==> src/rtl/uart_rx_pkg.sv <==
// Shared types and constants for the UART receive controller.
// Holds the FSM encoding, legal oversampling ratios and parity helpers.
package uart_rx_pkg;

    typedef enum logic [2:0] {
        ST_IDLE   = 3'd0,
        ST_START  = 3'd1,
        ST_DATA   = 3'd2,
        ST_PARITY = 3'd3,
        ST_STOP   = 3'd4
    } rx_state_e;

    localparam int PRESCALE_8  = 8;
    localparam int PRESCALE_16 = 16;
    localparam int PRESCALE_32 = 32;
    localparam int DATA_WIDTH  = 8;
    localparam int BIT_CNT_W   = 4;

    localparam logic [BIT_CNT_W-1:0] LAST_BIT = BIT_CNT_W'(DATA_WIDTH - 1);

    function automatic logic is_legal_prescale(input logic [31:0] val);
        return (val == 32'(PRESCALE_8)) || (val == 32'(PRESCALE_16)) ||
               (val == 32'(PRESCALE_32));
    endfunction

    function automatic logic parity_update(input logic acc, input logic data_bit);
        return acc ^ data_bit;
    endfunction

    // Parity bit the transmitter should have sent: even -> acc, odd -> ~acc.
    function automatic logic parity_expected(input logic acc, input logic par_typ);
        return acc ^ par_typ;
    endfunction

endpackage

==> src/rtl/uart_rx_edge_bit_cnt.sv <==
// Oversampling edge counter and data-bit counter for the UART receiver.
// The edge index runs 0..scale-1 while enabled and rests at 0 otherwise.
module uart_rx_edge_bit_cnt
    import uart_rx_pkg::*;
#(
    parameter int scale_WIDTH = 6
) (
    input  logic                   clk,
    input  logic                   reset_n,
    input  logic                   i_cnt_en,
    input  logic [scale_WIDTH-1:0] i_scale,
    input  logic                   i_bit_clr,
    input  logic                   i_bit_inc,
    output logic [scale_WIDTH-1:0] o_edge_cnt,
    output logic [BIT_CNT_W-1:0]   o_bit_cnt,
    output logic                   o_bit_end
);

    logic [scale_WIDTH-1:0] r_edge_cnt;
    logic [BIT_CNT_W-1:0]   r_bit_cnt;
    logic                   w_last_edge;

    assign w_last_edge = (r_edge_cnt == (i_scale - scale_WIDTH'(1)));

    // Edge index within the current bit period, wrapping at scale-1.
    always_ff @(posedge clk or negedge reset_n) begin
        if (!reset_n) begin
            r_edge_cnt <= {scale_WIDTH{1'b0}};
        end else if (!i_cnt_en) begin
            r_edge_cnt <= {scale_WIDTH{1'b0}};
        end else if (w_last_edge) begin
            r_edge_cnt <= {scale_WIDTH{1'b0}};
        end else begin
            r_edge_cnt <= r_edge_cnt + scale_WIDTH'(1);
        end
    end

    // Data-bit index, cleared at frame start and advanced per received bit.
    always_ff @(posedge clk or negedge reset_n) begin
        if (!reset_n) begin
            r_bit_cnt <= {BIT_CNT_W{1'b0}};
        end else if (i_bit_clr) begin
            r_bit_cnt <= {BIT_CNT_W{1'b0}};
        end else if (i_bit_inc) begin
            r_bit_cnt <= r_bit_cnt + BIT_CNT_W'(1);
        end else begin
            r_bit_cnt <= r_bit_cnt;
        end
    end

    assign o_edge_cnt = r_edge_cnt;
    assign o_bit_cnt  = r_bit_cnt;
    assign o_bit_end  = i_cnt_en & w_last_edge;

endmodule

==> src/rtl/uart_rx_ctrl.sv <==
// UART receive controller: frames start/data/parity/stop bits from an
// oversampled line and reports deserializer strobes and frame status pulses.
module uart_rx_ctrl
    import uart_rx_pkg::*;
#(
    parameter int scale_WIDTH = 6
) (
    input  logic                   clk,
    input  logic                   reset_n,
    input  logic                   RX_IN,
    input  logic [scale_WIDTH-1:0] prescaler,
    input  logic                   PAR_EN,
    input  logic                   PAR_TYP,
    input  logic                   sampled_bit,
    output logic                   dat_samp_en,
    output logic [scale_WIDTH-1:0] edge_cnt,
    output logic [3:0]             bit_cnt,
    output logic                   deser_en,
    output logic                   data_valid,
    output logic                   par_err,
    output logic                   stp_err,
    output logic                   strt_glitch,
    output logic                   busy
);

    rx_state_e              r_state;
    rx_state_e              w_next_state;
    logic [scale_WIDTH-1:0] r_scale;
    logic                   r_par_acc;
    logic                   r_par_fail;
    logic                   r_deser_en;
    logic                   r_data_valid;
    logic                   r_par_err;
    logic                   r_stp_err;
    logic                   r_strt_glitch;

    logic                   w_busy;
    logic                   w_bit_end;
    logic                   w_presc_legal;
    logic                   w_latch_scale;
    logic                   w_bit_clr;
    logic                   w_bit_inc;
    logic                   w_par_acc_next;
    logic                   w_par_fail_next;
    logic                   w_deser_next;
    logic                   w_valid_next;
    logic                   w_par_err_next;
    logic                   w_stp_err_next;
    logic                   w_glitch_next;
    logic [scale_WIDTH-1:0] w_edge_cnt;
    logic [BIT_CNT_W-1:0]   w_bit_cnt;

    assign w_busy        = (r_state != ST_IDLE);
    assign w_presc_legal = is_legal_prescale(32'(prescaler));

    uart_rx_edge_bit_cnt #(
        .scale_WIDTH (scale_WIDTH)
    ) u_edge_bit_cnt (
        .clk        (clk),
        .reset_n    (reset_n),
        .i_cnt_en   (w_busy),
        .i_scale    (r_scale),
        .i_bit_clr  (w_bit_clr),
        .i_bit_inc  (w_bit_inc),
        .o_edge_cnt (w_edge_cnt),
        .o_bit_cnt  (w_bit_cnt),
        .o_bit_end  (w_bit_end)
    );

    // State register and registered frame bookkeeping / status pulses.
    always_ff @(posedge clk or negedge reset_n) begin
        if (!reset_n) begin
            r_state       <= ST_IDLE;
            r_scale       <= scale_WIDTH'(PRESCALE_8);
            r_par_acc     <= 1'b0;
            r_par_fail    <= 1'b0;
            r_deser_en    <= 1'b0;
            r_data_valid  <= 1'b0;
            r_par_err     <= 1'b0;
            r_stp_err     <= 1'b0;
            r_strt_glitch <= 1'b0;
        end else begin
            r_state       <= w_next_state;
            r_scale       <= w_latch_scale ? prescaler : r_scale;
            r_par_acc     <= w_par_acc_next;
            r_par_fail    <= w_par_fail_next;
            r_deser_en    <= w_deser_next;
            r_data_valid  <= w_valid_next;
            r_par_err     <= w_par_err_next;
            r_stp_err     <= w_stp_err_next;
            r_strt_glitch <= w_glitch_next;
        end
    end

    // Next-state and next-pulse decode; every decision waits for bit end.
    always_comb begin
        w_next_state    = r_state;
        w_latch_scale   = 1'b0;
        w_bit_clr       = 1'b0;
        w_bit_inc       = 1'b0;
        w_par_acc_next  = r_par_acc;
        w_par_fail_next = r_par_fail;
        w_deser_next    = 1'b0;
        w_valid_next    = 1'b0;
        w_par_err_next  = 1'b0;
        w_stp_err_next  = 1'b0;
        w_glitch_next   = 1'b0;
        case (r_state)
            ST_IDLE: begin
                if (!RX_IN && w_presc_legal) begin
                    w_next_state    = ST_START;
                    w_latch_scale   = 1'b1;
                    w_bit_clr       = 1'b1;
                    w_par_acc_next  = 1'b0;
                    w_par_fail_next = 1'b0;
                end else begin
                    w_next_state = ST_IDLE;
                end
            end
            ST_START: begin
                if (w_bit_end && !sampled_bit) begin
                    w_next_state = ST_DATA;
                end else if (w_bit_end) begin
                    w_glitch_next = 1'b1;
                    w_next_state  = ST_IDLE;
                end else begin
                    w_next_state = ST_START;
                end
            end
            ST_DATA: begin
                if (w_bit_end) begin
                    w_deser_next   = 1'b1;
                    w_bit_inc      = 1'b1;
                    w_par_acc_next = parity_update(r_par_acc, sampled_bit);
                    if (w_bit_cnt == LAST_BIT) begin
                        w_next_state = PAR_EN ? ST_PARITY : ST_STOP;
                    end else begin
                        w_next_state = ST_DATA;
                    end
                end else begin
                    w_next_state = ST_DATA;
                end
            end
            ST_PARITY: begin
                if (w_bit_end) begin
                    w_next_state = ST_STOP;
                    if (sampled_bit != parity_expected(r_par_acc, PAR_TYP)) begin
                        w_par_err_next  = 1'b1;
                        w_par_fail_next = 1'b1;
                    end else begin
                        w_par_fail_next = r_par_fail;
                    end
                end else begin
                    w_next_state = ST_PARITY;
                end
            end
            ST_STOP: begin
                if (w_bit_end) begin
                    w_next_state   = ST_IDLE;
                    w_stp_err_next = ~sampled_bit;
                    w_valid_next   = sampled_bit & ~r_par_fail;
                end else begin
                    w_next_state = ST_STOP;
                end
            end
            default: begin
                w_next_state = ST_IDLE;
            end
        endcase
    end

    assign busy        = w_busy;
    assign dat_samp_en = w_busy;
    assign edge_cnt    = w_edge_cnt;
    assign bit_cnt     = w_bit_cnt;
    assign deser_en    = r_deser_en;
    assign data_valid  = r_data_valid;
    assign par_err     = r_par_err;
    assign stp_err     = r_stp_err;
    assign strt_glitch = r_strt_glitch;

endmodule

==> config.mk <==
export PLATFORM = sky130hd
export DESIGN_NAME = uart_rx_ctrl
export DESIGN_NICKNAME = d
export VERILOG_FILES = /design/src/rtl/uart_rx_pkg.sv /design/src/rtl/uart_rx_edge_bit_cnt.sv /design/src/rtl/uart_rx_ctrl.sv
export SDC_FILE = /design/constraint.sdc
export NUM_CORES = 1
export LEC_CHECK = 0
export CORE_MARGIN = 2
export CORE_UTILIZATION = 56
export CTS_BUF_LIST = sky130_fd_sc_hd__clkbuf_4
export DETAILED_ROUTE_END_ITERATION = 6
export PLACE_DENSITY = 0.87
export SLEW_MARGIN = 20
export SYNTH_ARGS = -nofsm -noshare
export SYNTH_HDL_FRONTEND = slang
export SYNTH_SLANG_ARGS = --single-unit
==> constraint.sdc <==
create_clock -name clk -period 7.6 [get_ports clk]
set_clock_uncertainty 0.05 [all_clocks]
set_input_delay 1.14 -clock clk [delete_from_list [all_inputs] [get_ports clk]]
set_output_delay 1.14 -clock clk [all_outputs]
set_load 0.03 [all_outputs]
# == After elaboration in Yosys (flattened, before gate mapping) ==
# Index checks and enable logic that the tools add are counted.
# classes
n_addsub,3
eq_ne,14
muxes,32
bitwise,6
reduce_logical,13
# ops
cell,count
2-to-1 mux 1 bit,19
2-to-1 mux 3 bit,5
case mux 3 bit (5 select lines),1
2-to-1 mux 6 bit,2
2-to-1 mux 4 bit,2
"!= test 2 bit, second input constant",4
"adder 6 x 1 -> 6 bit, second input constant",1
"equality test 3 x 2 -> 1 bit, second input constant",2
"equality test 6 x 4 -> 1 bit, second input constant",1
"equality test 6 x 5 -> 1 bit, second input constant",1
equality test 6 bit,1
"equality test 6 bit, second input constant",1
nonzero test 2 bit,3
"subtractor 6 x 1 -> 6 bit, second input constant",1
"adder 4 x 1 -> 4 bit, second input constant",1
"equality test 4 x 3 -> 1 bit, second input constant",1
case mux 1 bit (2 select lines),2
AND reduction 4 bit,1
"equality test 3 x 1 -> 1 bit, second input constant",1
"equality test 3 bit, second input constant",1
zero test 3 bit,1
AND reduction 3 bit,1
nonzero test 3 bit,1
bitwise AND 1 bit,2
other kinds (7),12
# totals
ff_bits,26
output_inout_bits,17
wordCells,79

# == Logic depth before layout (Yosys ltp) ==
# Gate-level depths: netlist of run 1.
# logic_depth
ltp_word,7
mapped_depth,8
mapped_depth_nobuf,7

# == By module ==
# A second synthesis of run 1 with hierarchy kept.
# hier_totals
hier_cells,129
area_unflattened_um2,1417.6
# modules_own_cells
mod,n_inst,cells_per_inst,area_per_inst_um2,seq_area_each_um2
uart_rx_ctrl,1,68,794.5,401.6
uart_rx_edge_bit_cnt,1,61,623.1,250.2

# == Least setup slack after synthesis of run 1 ==
# No wires, ideal clock.
# synth_timing
path_kind,register to output
startpoint,reg r_state[2]
endpoint,out dat_samp_en
t_arrival_ns,1.495
slack_ns,4.915
stages_incl_launch_ff,4
n_path_buf,1
path_cell_list,dfrtp_1 nor3_1 inv_1 buf_4
# synth_via
elab_chain_cells,1
# synth_rtl
item,line_no,source
from (decl),uart_rx_ctrl.sv:26,rx_state_e r_state;
from (signal assigned),uart_rx_ctrl.sv:83,r_state <= w_next_state;
nonzero test 3 bit,uart_rx_ctrl.sv:53,assign w_busy = (r_state != ST_IDLE);
to (decl),uart_rx_ctrl.sv:15,"output logic dat_samp_en,"
# No other way between the ends.

# == Worst setup path in the final report of run 1 ==
# Ends and elaborated chain as after synthesis.

==> metrics.csv, run 1 <==
stage,metric,value,unit
outcome,status,"complete, no violations",
placed_design,hpwl,2260,um
worst_setup_path,reg2reg_from,r_scale[2],
die,core,0.00225,mm2
placed_design,dpl-instance-area,0.00165,mm2
timing,setup_viol_count_final,0,
route,wl_per_cell,15.2,um
die,die_h,53.3,um
timing,hold_viol_final,0,
global_route,overflow,0,
global_route,grt_pass1_wl,4940,um
route,drtIter0Drc,25,
cells_and_area,final_net_count,181,
logic_synthesis,ys_ff_latch,26,
logic_synthesis,yosys_warnings,0,
timing,relSlewSlack,41.3,%
worst_setup_path,cp-start-kind,flop,
worst_setup_path,crit_arrival,2.30,ns
cells_and_area,drive_above_1_share,6.06,%
global_route,grt_max_degree,27,
clock_tree,clk_latency,0.31,ns
cells_and_area,most-common-layout-cells,"clkdlybuf4s50_1, dfrtp_1, nand2_1",
die,dieArea,0.00284,mm2
placed_design,port_buffers,28,
logic_synthesis,synth_area,0.00136,mm2
clock_tree,htreeDepth,1,
clock_tree,cts_buffers,3,
timing,period_minus_slack,3.49,ns
logic_synthesis,synth_area_per_cell,10.0,um2
cells_and_area,final_common_cell,clkdlybuf4s50_1,
timing,rsz0062_at_grt,false,
route,vias,1158,
worst_setup_path,crit_type,reg2out,
global_route,antenna_found_initial,0,
clock_tree,cts_tree,yes,
timing,max_freq,287,MHz
clock_tree,hold_buffers,0,
route,routed_via_density,6.00,
cells_and_area,stdcell_count,193,
route,drc,0,
hold_path,min_delay_path_depth,1,
placed_design,dp.cells,189,
route,routed_wl,2930,um
worst_setup_path,path_max_fanout,8,
clock_tree,cts_resized,0,
logic_synthesis,synthDistinctLibCells,42,
timing,slew_viol_final,0,
timing,tns,0,ns
timing,final.setup.worst_slack,4.11,ns
worst_setup_path,end_kind,output port,
worst_setup_path,ff2ff_setup_slack,4.89,ns
logic_synthesis,syn-instance-count,136,
clock_tree,cts_setup_buffers,0,
worst_setup_path,reg2regPathDepth,5,
timing,holdWs,0.419,ns
cells_and_area,diodes,0,
route,dr.pass1.iters,4,
timing,tightest_slew,0.874,ns
power,p_per_area,347,mW/mm2
global_route,grt_pass1_vias,1086,
die,ios,29,
route,ant_nets,0,
worst_setup_path,critPathRequiredTime,6.41,ns
clock_tree,cts.sinks,26,
logic_synthesis,ys_seq_area_share,47.9,%
flow_run,cap_viol_max_count,0,
die,die_w,53.3,um
worst_setup_path,reg2reg_to,r_par_fail,
clock_tree,path_clk_slew,0.14,ns
hold_path,hold_start,r_par_fail,
die,num_rows,17,
logic_synthesis,syn-num-nets,151,
cells_and_area,final_cell_area,0.00168,mm2
cells_and_area,syn_to_final_growth,23.6,%
placed_design,dp_slack,4.50,ns
hold_path,min_path_type,reg2reg,
power,p_leak,0.000686,uW
hold_path,hold_path_end,data_valid,
global_route,grt_usage,24.3,%
die,initial_core_util,60.3,%
placed_design,routabilityCongestion,0.821,
timing,fin_crit_sh,45.9,%
clock_tree,clock-root-buffer,clkbuf_4,
clock_tree,clk_path_buf_depth,2,
power,ir_drop,0.000217,V
-- worst max path at each step --
stage | startpoint | endpoint | slack, ns | cells after the start
final | r_state[2] | dat_samp_en | 4.11 | 3
after global routing | r_state[2] | busy | 3.93 | 3
after CTS | r_state[1] | dat_samp_en | 4.13 | 3
after detailed placement | r_state[2] | dat_samp_en | 4.50 | 3
after global placement | r_state[2] | busy | 4.58 | 3
after floorplan | r_state[2] | dat_samp_en | 4.91 | 3
-- state kept, by name, summed over array words and instances (netlist names) --
signal,count
data_valid,1
deser_en,1
par_err,1
r_par_acc,1
r_par_fail,1
r_scale,6
r_state,3
stp_err,1
strt_glitch,1
u_edge_bit_cnt.o_bit_cnt,4
u_edge_bit_cnt.o_edge_cnt,6
-- synthesized netlist by cell type --
cell type | count | area share [%]
nor3_1 | 11 | 4.0
o31ai_1 | 1 | 0.55
o2111a_1 | 1 | 0.83
nor2b_1 | 2 | 0.92
or4b_1 | 1 | 0.74
and3_1 | 1 | 0.46
or4_1 | 2 | 1.1
a2111o_1 | 1 | 0.83
xor2_1 | 6 | 3.9
and3b_1 | 1 | 0.64
inv_1 | 7 | 1.9
dfstp_2 | 1 | 1.9
a31o_2 | 2 | 1.3
nor4b_1 | 1 | 0.64
ha_1 | 3 | 2.8
nand3_1 | 4 | 1.5
nor2_1 | 6 | 1.7
o41ai_2 | 1 | 1.2
clkbuf_1 | 1 | 0.28
dfrtp_1 | 25 | 46
buf_4 | 1 | 0.55
and2_1 | 2 | 0.92
buf_2 | 1 | 0.37
or3_1 | 4 | 1.8
or3_4 | 1 | 0.83
a32o_1 | 1 | 0.74
mux2_2 | 1 | 0.83
a2111oi_0 | 1 | 0.64
o2111ai_1 | 1 | 0.64
o32ai_1 | 1 | 0.64
a31oi_1 | 3 | 1.4
xnor2_1 | 7 | 4.5
and2b_1 | 1 | 0.55
nand4_1 | 3 | 1.4
nand3b_1 | 1 | 0.55
nor4_1 | 2 | 0.92
a21oi_1 | 5 | 1.8
o211ai_1 | 2 | 1.1
o21ai_0 | 6 | 2.2
nand2_1 | 12 | 3.3
nor3b_1 | 1 | 0.55
a211oi_1 | 1 | 0.55
-- metal layers --
| layer | vias to the layer above | GRT usage (%) | wire [um] |
|---|---|---|---|
| li1 | 564 | - | - |
| met1 | 554 | 32.1 | 1310 |
| met2 | 36 | 41.4 | 1460 |
| met3 | 4 | 2.82 | 138 |
| met4 | 0 | 7.69 | 32 |
| met5 | - | 0 | 0 |
-- through the flow --
step                      utilization (%)  power [uW]
after floorplan                         -         429
after global placement               73.6         511
after detailed placement             73.4         526
after CTS                            74.5         586
after global routing                 74.5         629
final                                74.5         584
-- critical path: stages (launching register included) --
cell             delay, ns
dfrtp_1               0.46
nor3_1                0.74
inv_1                 0.15
clkdlybuf4s50_1       0.63
-- cells by family (layout without fill, tap and decap cells) --
family	Yosys count	after routing	synth area share [%]
simple gates	56	56	22.5
compound gates	27	27	14.4
flops	26	26	47.9
xor+xnor	13	13	8.37
buf+inv	10	39	3.13
fa+ha+maj	3	3	2.76
mux	1	1	0.828
-- power by group --
| group | switching, uW | leakage (uW) | total, uW | internal, uW |
|---|---|---|---|---|
| Sequential | 47.9 | 0.000337 | 228 | 180 |
| Combinational | 178 | 0.000334 | 298 | 120 |
| Clock | 38.9 | 0.0000154 | 58.1 | 19.2 |
| Total | 265 | 0.000686 | 584 | 319 |
-- area by class of cell --
cell class	count	area (um2)
Sequential cell	26	652
Timing Repair Buffer	28	275
Multi-Input combinational cell	100	666
Fill cell	184	574
Inverter	7	26.3
Clock inverter	1	3.75
Clock buffer	3	22.5
Tap cell	28	35.0
Note: power is estimated with default switching activity, not from simulation.
==> run 2, diff against run 1 <==
--- a/config.mk
+++ b/config.mk
@@ -6,10 +6,10 @@
 export NUM_CORES = 1
 export LEC_CHECK = 0
 export CORE_MARGIN = 2
-export CORE_UTILIZATION = 56
+export CORE_UTILIZATION = 52
 export CTS_BUF_LIST = sky130_fd_sc_hd__clkbuf_4
 export DETAILED_ROUTE_END_ITERATION = 6
-export PLACE_DENSITY = 0.87
+export PLACE_DENSITY = 0.81
 export SLEW_MARGIN = 20
 export SYNTH_ARGS = -nofsm -noshare
 export SYNTH_HDL_FRONTEND = slang
==> constraint.sdc (replaced) <==
create_clock -name clk -period 3.6 [get_ports clk]
set_clock_uncertainty 0.05 [all_clocks]
set_input_delay 0.54 -clock clk [delete_from_list [all_inputs] [get_ports clk]]
set_output_delay 0.54 -clock clk [all_outputs]
set_load 0.03 [all_outputs]
==> run 2 against run 1 <==
Against the previous run:
- sequential power up 110%
- worst setup slack worse by 3.1 ns
- critical path type is now reg2reg
- global-route usage down 2.1 points
- core utilization down 6.3 points
- sequential share of layout area down 0.23 points
- final cell count up 1.6%
- count of clock-buffer cells in the layout unchanged
- worst hold slack worse by 0.28 ns
- highest routed layer unchanged
- non-clock buffer count up 1
- design area up 0.60%
==> metrics.csv, run 2 (synthesis results as in run 1) <==
stage,metric,value,unit
timing,rsz0062_at_grt,false,
die,num_rows,18,
placed_design,routabilityCongestion,0.781,
worst_setup_path,crit_type,reg2reg,
power,ir_drop,0.000567,V
global_route,grt_pass1_wl,4790,um
worst_setup_path,path_buf_inv,0,
worst_setup_path,cpPeakStageDelay,0.58,ns
clock_tree,clk_path_buf_depth,2,
clock_tree,cts.sinks,26,
route,drc,0,
worst_setup_path,crit_arrival,2.82,ns
global_route,overflow,0,
clock_tree,cts_tree,yes,
timing,period_minus_slack,2.63,ns
timing,setup_viol_count_final,0,
power,p_switching,566,uW
clock_tree,htreeDepth,1,
outcome,status,"complete, no violations",
global_route,grt_max_degree,27,
die,die_w,55.1,um
timing,tightest_slew,0.631,ns
die,core,0.00248,mm2
power,sw_frac_of_total,45.3,%
cells_and_area,diodes,0,
route,routed_wl,2940,um
die,dieArea,0.00304,mm2
cells_and_area,fin_util,68.2,%
worst_setup_path,path_max_fanout,7,
timing,fin_crit_sh,73.1,%
global_route,grt_usage,22.2,%
clock_tree,clk_latency,0.33,ns
timing,final.setup.worst_slack,0.969,ns
cells_and_area,drive_above_1_share,6.63,%
timing,relSlewSlack,57.7,%
route,dr.pass1.iters,4,
cells_and_area,final_common_cell,clkdlybuf4s50_1,
power,p_per_area,738,mW/mm2
timing,tns,0,ns
power,clkPwrFrac,10.3,%
timing,max_freq,380,MHz
power,p_int,682,uW
worst_setup_path,critPathRequiredTime,3.78,ns
route,ant_nets,0,
cells_and_area,most-common-layout-cells,"clkdlybuf4s50_1, dfrtp_1, nand2_1",
worst_setup_path,path_cells,or4_1 -> or3_4 -> a211oi_1 -> nand2_1 -> o41ai_2,
route,vias,1146,
route,routed_via_density,5.85,
timing,hold_viol_final,0,
route,wl_per_cell,15.0,um
clock_tree,cts_buffers,3,
clock_tree,clock-root-buffer,clkbuf_4,
worst_setup_path,cp-start-kind,flop,
hold_path,min_path_type,in2async,
timing,holdWs,0.135,ns
power,p_leak,0.000691,uW
timing,slew_viol_final,0,
worst_setup_path,crit_family,simple AND/OR/NAND/NOR gates,
clock_tree,cts_resized,0,
global_route,grt_pass1_vias,1101,
placed_design,port_buffers,28,
placed_design,hpwl,2220,um
flow_run,cap_viol_max_count,0,
die,initial_core_util,54.9,%
die,die_h,55.1,um
global_route,antenna_found_initial,0,
route,drtIter0Drc,20,
clock_tree,hold_buffers,0,
power,p_comb_share,50.9,%
worst_setup_path,crit_path_top_delay_cell,a211oi_1,
clock_tree,cts_setup_buffers,0,
die,ios,29,
cells_and_area,syn_to_final_growth,24.3,%
cells_and_area,final_net_count,182,
placed_design,dp_slack,1.03,ns
clock_tree,path_clk_slew,0.14,ns
power,p_seq_share,38.8,%
worst_setup_path,end_kind,flop,
run 2: cell types whose count changed in the layout (fill, tap and decap cells not counted), sizes merged:
cell  previous run  this run
buf              1         2
run 2: metrics by stage:
step / area (um2) / total power [uW] / std cells
floorplan: 1360 / 906 / 136
global placement: 1670 / 1090 / 192
detailed placement: 1670 / 1120 / 192
CTS: 1700 / 1250 / 196
global route: 1690 / 1340 / 196
finish: 1690 / 1250 / 196
run 2: metal layers:
metal  global-route usage [%]  vias to the layer above  wire length, um
li1                         -                      557                -
met1                     29.7                      543             1350
met2                     36.3                       42             1380
met3                     2.69                        4              169
met4                     9.35                        0               31
met5                        0                        -                0
run 2: path summary, 6_finish.rpt:
kind / endpoint / start / slack (ns) / depth (start not counted)
worst min-delay path: u_edge_bit_cnt.o_edge_cnt[0] / reset_n / 0.13 / 1
worst max-delay path: r_par_fail / r_scale[2] / 0.97 / 5
worst min register to register: data_valid / r_par_fail / 0.41 / 1
max in group asynchronous: data_valid / reset_n / 2.99 / 1
min in group clk: data_valid / r_par_fail / 0.41 / 1
worst max register to register: r_par_fail / r_scale[2] / 0.97 / 5
run 2: layout make-up:
type	count	area (um2)
Clock buffer	3	22.5
Clock inverter	1	3.75
Tap cell	30	37.5
Sequential cell	26	652
Timing Repair Buffer	29	283
Inverter	7	26.3
Fill cell	206	787
Multi-Input combinational cell	100	666
run 2: power by group through the flow:
stage / combinational (uW) / clock, uW / sequential [uW]
after detailed placement: 634 / 0 / 489
after global placement: 613 / 0 / 480
final: 636 / 128 / 484
after CTS: 637 / 132 / 482
after floorplan: 376 / 0 / 529
after global routing: 702 / 142 / 499
run 2: worst register-to-register path: cells and delay by family (launching register included):
| kind | cells | cell delay, ns |
|---|---|---|
| compound gates | 2 | 0.93 |
| flops | 1 | 0.45 |
| simple gates | 3 | 1.11 |
==> run 3, diff against run 2 <==
--- a/config.mk
+++ b/config.mk
@@ -6,10 +6,10 @@
 export NUM_CORES = 1
 export LEC_CHECK = 0
 export CORE_MARGIN = 2
-export CORE_UTILIZATION = 52
+export CORE_UTILIZATION = 47
 export CTS_BUF_LIST = sky130_fd_sc_hd__clkbuf_4
 export DETAILED_ROUTE_END_ITERATION = 6
-export PLACE_DENSITY = 0.81
+export PLACE_DENSITY = 0.78
 export SLEW_MARGIN = 20
 export SYNTH_ARGS = -nofsm -noshare
 export SYNTH_HDL_FRONTEND = slang
==> constraint.sdc (replaced) <==
create_clock -name clk -period 2.25 [get_ports clk]
set_clock_uncertainty 0.05 [all_clocks]
set_input_delay 0.3375 -clock clk [delete_from_list [all_inputs] [get_ports clk]]
set_output_delay 0.3375 -clock clk [all_outputs]
set_load 0.03 [all_outputs]
==> run 3 against run 2 <==
Against the previous run:
- largest power group unchanged
- register-to-register slack worse by 1.2 ns
- clock power grew 77%
- total power increased by 110%
- largest cell class unchanged
- routed wire length increased by 32%
- critical path type unchanged
- the flow now finishes with violations (negative setup slack)
==> metrics.csv, run 3 (synthesis results as in run 1) <==
stage,metric,value,unit
cells_and_area,drive_above_1_share,28.3,%
worst_setup_path,end_kind,flop,
worst_setup_path,crit_end,r_state[1],
route,routed_via_density,5.99,
cells_and_area,final_net_count,203,
timing,period_minus_slack,2.43,ns
worst_setup_path,crit_arrival,2.63,ns
clock_tree,clock-root-buffer,clkbuf_4,
cells_and_area,final_common_cell,clkdlybuf4s50_1,
worst_setup_path,reg2reg_from,r_scale[3],
worst_setup_path,critPathRequiredTime,2.44,ns
timing,relSlewSlack,64.9,%
timing,final.setup.worst_slack,-0.182,ns
global_route,grt_max_degree,27,
cells_and_area,stdcell_count,218,
cells_and_area,fin_util,74.2,%
worst_setup_path,path_max_fanout,5,
timing,tns,-1.62,ns
route,ant_nets,0,
cells_and_area,syn_to_final_growth,50.4,%
placed_design,routabilityCongestion,0.824,
timing,max_freq,411,MHz
timing,setup_viol_count_final,19,
route,drtIter0Drc,39,
outcome,status,finished with violations,
clock_tree,clk_latency,0.33,ns
route,vias,1306,
route,routed_wl,3870,um
clock_tree,path_clk_slew,0.15,ns
global_route,overflow,0,
cells_and_area,n_fill_cell,205,
timing,hold_viol_final,0,
placed_design,port_buffers,28,
global_route,grt_pass1_wl,5960,um
die,die_w,57.8,um
cells_and_area,diodes,0,
hold_path,min_path_type,in2async,
die,core,0.00276,mm2
route,wl_per_cell,17.8,um
power,ir_drop,0.00120,V
die,dieArea,0.00334,mm2
placed_design,dp.cells,208,
clock_tree,cts.sinks,26,
global_route,grt_usage,23.5,%
clock_tree,cts_tree,yes,
clock_tree,cts_buffers,3,
worst_setup_path,reg2reg_to,r_state[1],
worst_setup_path,crit_type,reg2reg,
die,die_h,57.8,um
worst_setup_path,crit_path_start,r_scale[3],
cells_and_area,most-common-layout-cells,"clkdlybuf4s50_1, dfrtp_1, buf_4",
power,p_per_area,1280,mW/mm2
route,dr.pass1.iters,4,
power,p_leak,0.000837,uW
timing,fin_crit_sh,108,%
timing,tightest_slew,0.521,ns
placed_design,hpwl,2410,um
worst_setup_path,cp-start-kind,flop,
worst_setup_path,reg2regPathDepth,6,
cells_and_area,seq_area,652,um2
clock_tree,clk_path_buf_depth,2,
worst_setup_path,ff2ff_setup_slack,-0.18,ns
die,initial_core_util,49.3,%
clock_tree,htreeDepth,1,
timing,slew_viol_final,0,
global_route,antenna_found_initial,0,
cells_and_area,multi_input_area,830,um2
clock_tree,hold_buffers,0,
global_route,grt_pass1_vias,1290,
die,num_rows,19,
die,ios,29,
flow_run,cap_viol_max_count,0,
timing,rsz0062_at_grt,true,
outcome,violations,negative setup slack,
route,drc,0,
## run 3: changes by cell type in the layout (fill, tap and decap cells not counted), moves of 2 or more
cell / before / now
dlymetal6s2s_1: 0 / 2
a31oi_4: 0 / 2
a21oi_2: 0 / 3
o21ai_0: 6 / 4
nor3_1: 11 / 3
buf_6: 0 / 5
buf_4: 1 / 17
a31oi_1: 3 / 1
a21oi_1: 5 / 2
nor3_2: 0 / 8
o21ai_1: 0 / 2
## run 3: repair_timing
action                                  in CTS  in global routing
setup buffers                                3                  5
gates resized for setup                     16                 24
endpoints found under the setup margin      15                 21
pin swaps                                   15                 12
gates cloned                                 0                  0
## run 3: critical path, stage by stage, from the launching register on
cell	delay (ns)
dfstp_2	0.40
or4_4	0.53
or3_4	0.35
buf_6	0.13
a211oi_4	0.36
o211ai_1	0.22
a32o_1	0.31
## run 3: worst min path at each step
| stage | endpoint | slack (ns) | cells after the start |
|---|---|---|---|
| global placement | data_valid | 0.38 | 1 |
| global route | strt_glitch | 0.35 | 2 |
| CTS | stp_err | 0.30 | 2 |
| finish | stp_err | 0.30 | 2 |
| floorplan | data_valid | -0.008 | 0 |
| detailed placement | data_valid | 0.39 | 1 |
## run 3: routing by layer
layer / routed length (um) / vias up / GRT usage [%]
met3: 197 / 8 / 2.46
met5: 0 / - / 0
li1: - / 600 / -
met4: 94 / 0 / 12.6
met2: 2010 / 51 / 38.0
met1: 1570 / 647 / 31.1
## run 3: cell type report
class                           count  area share (%)
Multi-Input combinational cell    100            40.6
Sequential cell                    26            31.9
Timing Repair Buffer               50            22.9
Tap cell                           31            1.90
Clock buffer                        4            1.47
Inverter                            7            1.28
## run 3: power breakdown
| group | leakage [uW] | internal (uW) | switching (uW) |
|---|---|---|---|
| Combinational | 0.000481 | 719 | 896 |
| Clock | 0.0000184 | 81.7 | 146 |
| Sequential | 0.000337 | 607 | 167 |
| Total | 0.000837 | 1410 | 1210 |
## run 3: stage by stage
stage / cell area, um2 / power [uW] / hold slack [ns] / setup slack [ns]
global route: 2050 / 2760 / 0.350 / -0.281
CTS: 1910 / 2290 / 0.297 / -0.166
floorplan: 1370 / 1460 / -0.00809 / -0.108
detailed placement: 1790 / 1930 / 0.389 / -0.176
global placement: 1790 / 1870 / 0.375 / -0.0913
finish: 2050 / 2620 / 0.295 / -0.182
